==> src/rtl/mux_scan_ctrl.sv <==
// Scan controller for a downstream 4:1 mux: settles DWELL cycles per channel, samples y, publishes a 4-bit snapshot.
// Define MUX_SCAN_CONT_EN for free-running continuous scanning; otherwise each start gives one scan.
module mux_scan_ctrl #(
   parameter int unsigned DWELL = 2
) (
   input  logic       clk,
   input  logic       rst_n,
   input  logic       start,
   input  logic       y,
   output logic [1:0] select,
   output logic [3:0] data_out,
   output logic       busy,
   output logic       done
);

   typedef enum logic [1:0] {IDLE, SETTLE, CAPTURE, DONE} state_t;

   localparam logic [3:0] CNT_LAST = 4'(DWELL - 1);

   state_t     state_reg, state_next;
   logic [3:0] cnt_reg;
   logic [1:0] select_reg;
   logic [3:0] shadow_reg;
   logic [3:0] data_reg;

   // State register plus datapath registers that advance with the FSM
   always_ff @(posedge clk or negedge rst_n) begin
      if (!rst_n) begin
         state_reg  <= IDLE;
         cnt_reg    <= 4'd0;
         select_reg <= 2'd0;
         shadow_reg <= 4'd0;
         data_reg   <= 4'd0;
      end else begin
         state_reg <= state_next;
         case (state_reg)
            IDLE: begin
               if (start) begin
                  select_reg <= 2'd0;
                  cnt_reg    <= 4'd0;
               end
            end
            SETTLE: begin
               if (cnt_reg != CNT_LAST)
                  cnt_reg <= cnt_reg + 4'd1;
            end
            CAPTURE: begin
               shadow_reg[select_reg] <= y;
               if (select_reg != 2'd3) begin
                  select_reg <= select_reg + 2'd1;
                  cnt_reg    <= 4'd0;
               end else begin
                  // The shadow register has not absorbed bit 3 yet, so splice y in here
                  data_reg <= {y, shadow_reg[2:0]};
               end
            end
            DONE: begin
`ifdef MUX_SCAN_CONT_EN
               select_reg <= 2'd0;
               cnt_reg    <= 4'd0;
`endif
            end
            default: ;
         endcase
      end
   end

   always_comb begin
      state_next = state_reg;
      case (state_reg)
         IDLE:    if (start) state_next = SETTLE;
         SETTLE:  if (cnt_reg == CNT_LAST) state_next = CAPTURE;
         CAPTURE: state_next = (select_reg == 2'd3) ? DONE : SETTLE;
`ifdef MUX_SCAN_CONT_EN
         DONE:    state_next = SETTLE;
`else
         DONE:    state_next = IDLE;
`endif
         default: state_next = IDLE;
      endcase
   end

   always_comb begin
      busy = 1'b0;
      done = 1'b0;
      case (state_reg)
         SETTLE, CAPTURE: busy = 1'b1;
         DONE:            done = 1'b1;
         default: ;
      endcase
   end

   assign select   = select_reg;
   assign data_out = data_reg;

endmodule

==> config.mk <==
export PLATFORM = sky130hd
export DESIGN_NAME = mux_scan_ctrl
export DESIGN_NICKNAME = d
export VERILOG_FILES = /design/src/rtl/mux_scan_ctrl.sv
export SDC_FILE = /design/constraint.sdc
export NUM_CORES = 1
export LEC_CHECK = 0
export ABC_AREA = 1
export BUFFER_PORTS_ARGS = -buffer_cell sky130_fd_sc_hd__buf_4
export CORE_ASPECT_RATIO = 1.1
export CORE_UTILIZATION = 55
export CTS_BUF_LIST = sky130_fd_sc_hd__clkbuf_16
export CTS_CLUSTER_SIZE = 8
export DETAILED_ROUTE_END_ITERATION = 8
export HOLD_SLACK_MARGIN = 0.02
export MAX_ROUTING_LAYER = met4
export PLACE_DENSITY = 0.77
export SYNTH_ARGS = -nofsm -noshare
export SYNTH_HDL_FRONTEND = slang
export SYNTH_SLANG_ARGS = --single-unit
==> constraint.sdc <==
create_clock -name clk -period 1.61 [get_ports clk]
set_input_delay 0.0805 -clock clk [delete_from_list [all_inputs] [get_ports clk]]
set_output_delay 0.0805 -clock clk [all_outputs]
set_load 0.03 [all_outputs]
==> flow_results.xml <==
<?xml version="1.0" encoding="UTF-8"?>
<metrics>
  <group name="detailed_routing">
    <metric name="drt-wirelength-per-cell" unit="um">12.1</metric>
    <metric name="routed_via_density" unit="">5.11</metric>
    <metric name="ant_nets" unit="">0</metric>
    <metric name="drc_errors" unit="">0</metric>
    <metric name="vias" unit="">685</metric>
    <metric name="detail_route.wirelength" unit="um">1620</metric>
    <metric name="detailedRoute.firstIterationViolations" unit="">13</metric>
    <metric name="dr.pass1.iters" unit="">5</metric>
  </group>
  <group name="sta">
    <metric name="finalClockSkew" unit="ns">0.00198</metric>
    <metric name="setup_tns" unit="ns">0</metric>
    <metric name="worst_slew_pin_slew" unit="ns">0.252</metric>
    <metric name="finalCritPeriodShare" unit="%">90.1</metric>
    <metric name="timing.max_slew.rel_slack" unit="%">83.2</metric>
    <metric name="timing.final.hold_violations" unit="">0</metric>
    <metric name="achievable-frequency" unit="GHz">0.690</metric>
    <metric name="final-max-slew-violation-count" unit="">0</metric>
    <metric name="rsz0062_at_grt" unit="">no</metric>
    <metric name="period_minus_slack" unit="ns">1.45</metric>
    <metric name="final-setup-viol-count" unit="">0</metric>
  </group>
  <group name="grt">
    <metric name="first_global_vias" unit="">643</metric>
    <metric name="grt_overflow_total" unit="">0</metric>
    <metric name="grt_antenna_before_repair" unit="">0</metric>
    <metric name="groute.usage.overall" unit="%">22.7</metric>
    <metric name="largest_net_degree_at_the_start_of_global_routing" unit="">16</metric>
    <metric name="grt_first_pass_wirelength" unit="um">2670</metric>
  </group>
  <group name="clock_tree">
    <metric name="tritoncts.num_buffers" unit="">3</metric>
    <metric name="cts.clk_slew.worst_paths" unit="ns">0.05</metric>
    <metric name="clock_path_buffers" unit="">2</metric>
    <metric name="tritoncts" unit="">yes</metric>
    <metric name="ctsRootBufferMaster" unit="">clkbuf_16</metric>
    <metric name="h-tree-depth" unit="">1</metric>
    <metric name="clock_latency" unit="ns">0.24</metric>
    <metric name="cts.sink_count" unit="">15</metric>
  </group>
  <group name="cells_and_area">
    <metric name="multiInputGateArea" unit="um2">464</metric>
    <metric name="finalNonFillerCells" unit="">134</metric>
    <metric name="drive_above_1_share" unit="%">22.2</metric>
    <metric name="area.sequential" unit="um2">375</metric>
    <metric name="final_util" unit="%">70.3</metric>
    <metric name="syn2layout_area_growth" unit="%">21.0</metric>
    <metric name="antenna_cells_inserted" unit="">0</metric>
    <metric name="fill_cells" unit="">119</metric>
    <metric name="layout.nets" unit="">132</metric>
  </group>
  <group name="placement">
    <metric name="gpl.final_weighted_congestion" unit="">0.825</metric>
    <metric name="port-buffer-count" unit="">11</metric>
    <metric name="place_inst" unit="">129</metric>
    <metric name="detailed_place_hpwl" unit="um">1250</metric>
  </group>
  <group name="worst_setup_path">
    <metric name="crit_top_cell" unit="">nand2_1</metric>
    <metric name="regToRegStartpoint" unit="">state_reg[0]</metric>
    <metric name="launch_point_of_the_critical_path" unit="">state_reg[0]</metric>
    <metric name="timing_worst_setup_path_type" unit="">reg -&gt; reg</metric>
    <metric name="ff2ff_setup_slack" unit="ns">0.16</metric>
    <metric name="crit_path_max_delay_cell_type" unit="">dfrtp_1</metric>
    <metric name="path_max_fanout" unit="">7</metric>
    <metric name="timing.critical_path.cells" unit="">inv_1 -&gt; ha_1 -&gt; nand2_8 -&gt; inv_6 -&gt; nor2_8 -&gt; nand3_4 -&gt; nand2_1 -&gt; nand2_1</metric>
    <metric name="worstPathRequired" unit="ns">1.74</metric>
    <metric name="end_kind" unit="">flip-flop</metric>
    <metric name="crit_path_end" unit="">cnt_reg[0]</metric>
    <metric name="cp.arrival" unit="ns">1.58</metric>
    <metric name="reg2reg_depth" unit="">8</metric>
    <metric name="critical_path.reg2reg.endpoint" unit="">cnt_reg[0]</metric>
    <metric name="cp-start-kind" unit="">flip-flop</metric>
    <metric name="max_stage_delay" unit="ns">0.42</metric>
  </group>
  <group name="pwr">
    <metric name="power.ir.vdd_worst" unit="V">0.00110</metric>
    <metric name="power_density_over_cell_area" unit="nW/um2">1990</metric>
    <metric name="p_int" unit="mW">1.25</metric>
    <metric name="combPwrFrac" unit="%">48.6</metric>
    <metric name="total_leakage_power" unit="nW">0.573</metric>
    <metric name="power_switching_share" unit="%">42.7</metric>
    <metric name="pwr-share-seq" unit="%">29.6</metric>
    <metric name="p_clk_share" unit="%">21.7</metric>
    <metric name="switchingPower" unit="mW">0.930</metric>
  </group>
  <group name="yosys">
    <metric name="ys_seq_area_share" unit="%">41.5</metric>
    <metric name="synth_commonest_cells" unit="">31 x nand2_1, 15 x dfrtp_1, 10 x ha_1, 10 x inv_1, 6 x nor2_1</metric>
    <metric name="ys_types" unit="">21</metric>
    <metric name="postSynth.asyncResetShare" unit="%">100</metric>
    <metric name="avgSynthCellArea" unit="um2">8.96</metric>
    <metric name="postSynthRegisterBits" unit="">15</metric>
    <metric name="postSynthNetCount" unit="">115</metric>
    <metric name="synth_largest_type_area_fraction" unit="%">41.5</metric>
    <metric name="ys_warns" unit="">0</metric>
    <metric name="synth_edf_count" unit="">0</metric>
    <metric name="synth_area_leader_cell" unit="">dfrtp_1</metric>
    <metric name="netlist_area" unit="um2">905</metric>
    <metric name="netlist_instances" unit="">101</metric>
    <metric name="cell_types_occupying_the_most_area_after_synthesis" unit="">dfrtp_1 41%, ha_1 14%, nand2_1 13%</metric>
    <metric name="post-synth-top-count-cell" unit="">nand2_1</metric>
    <metric name="postSynth.topFlopCell" unit="">dfrtp_1</metric>
  </group>
  <group name="flow_run">
    <metric name="drv_cap" unit="">0</metric>
  </group>
  <group name="floorplan">
    <metric name="die-width" unit="um">40.7</metric>
    <metric name="floorplan.rows" unit="">15</metric>
    <metric name="die_y" unit="um">44.5</metric>
    <metric name="initial_core_util" unit="%">58.1</metric>
    <metric name="top_level_ports" unit="">12</metric>
    <metric name="floorplan_die_area" unit="um2">1810</metric>
    <metric name="core-area" unit="um2">1560</metric>
  </group>
  <group name="status">
    <metric name="status" unit="">finished, final reports clean</metric>
  </group>
  <group name="hold_path">
    <metric name="min_path_type" unit="">in -&gt; reg</metric>
  </group>
</metrics>
## cells in the final DEF (no fill, tap or decap), types with 2 or more instances in the layout
cell type  synthesis  layout
a21oi_1            3       3
a31oi_1            3       3
buf_4              0      12
clkbuf_16          0       3
dfrtp_1           15      15
ha_1              10      10
inv_1             10      10
inv_2              2       2
nand2_1           31      31
nand3_1            4       4
nand4_1            2       2
nor2_1             6       6
nor2_4             2       2
o21ai_1            4       4
## metal layers
metal  global-route usage [%]  share of wire (%)  vias up
li1                         -                  -      350
met1                     28.7                 47      325
met2                     34.3                 50        8
met3                     6.03                2.2        2
met4                     8.00               0.62        0
met5                        -                  0        -
## per-stage QoR
step	area, um2	power, mW	hold WS, ns	setup slack, ns
final	1090	2.18	0.169	0.160
after global routing	1090	2.34	0.192	0.0610
after CTS	1090	2.19	0.181	0.168
after detailed placement	1000	1.70	-0.0561	0.178
after global placement	1000	1.69	-0.0570	0.257
after floorplan	905	1.42	-0.215	0.220
## power by group through the flow
stage / Combinational, mW / Sequential [mW] / Clock, mW
after global placement: 1.05 / 0.640 / 0
after CTS: 1.07 / 0.642 / 0.482
after global routing: 1.17 / 0.665 / 0.500
after floorplan: 0.679 / 0.743 / 0
final: 1.06 / 0.645 / 0.473
after detailed placement: 1.06 / 0.648 / 0
## what timing repair did
action / in CTS / in global routing
endpoints found under the setup margin: 0 / 0
gates resized for setup: 0 / 0
buffers inserted: 0 / 0
hold buffers: 1 / 0
endpoints found under the hold margin: 15 / 0
## cell families after synthesis
logic type	count (synthesis)	share of synthesized area (%)
adder cells (fa/ha/maj)	10	13.8
AND/OR/NAND/NOR	50	30.0
AO/OA/AOI/OAI	11	6.50
XOR/XNOR	1	0.968
flip-flops	15	41.5
buffers and inverters	14	7.19
## area by class of cell
type	instances	share of cell area, %
tap	17	1.94
multi-input combinational	72	42.4
sequential	15	34.3
clock inverter	1	0.457
inverter	13	4.91
timing repair buffer	13	9.14
clock buffer	3	6.86
## how the worst min path moves through the flow
| stage | start | to | slack (ns) | cells past startpoint |
|---|---|---|---|---|
| after global routing | y | shadow_reg[1] | 0.19 | 3 |
| after global placement | rst_n | cnt_reg[3] | -0.06 | 1 |
| after floorplan | rst_n | cnt_reg[0] | -0.22 | 0 |
| after CTS | y | data_out[3] | 0.18 | 3 |
| after detailed placement | rst_n | cnt_reg[3] | -0.06 | 1 |
| final | y | data_out[3] | 0.17 | 3 |
## critical path: cells and delay by family, from the launching register on
family / cells / cell delay [ns]
adders and majority gates: 1 / 0.30
buffers and inverters: 2 / 0.15
DFF: 1 / 0.42
and+or+nand+nor: 5 / 0.47
Power figures use the tool's default switching activity.
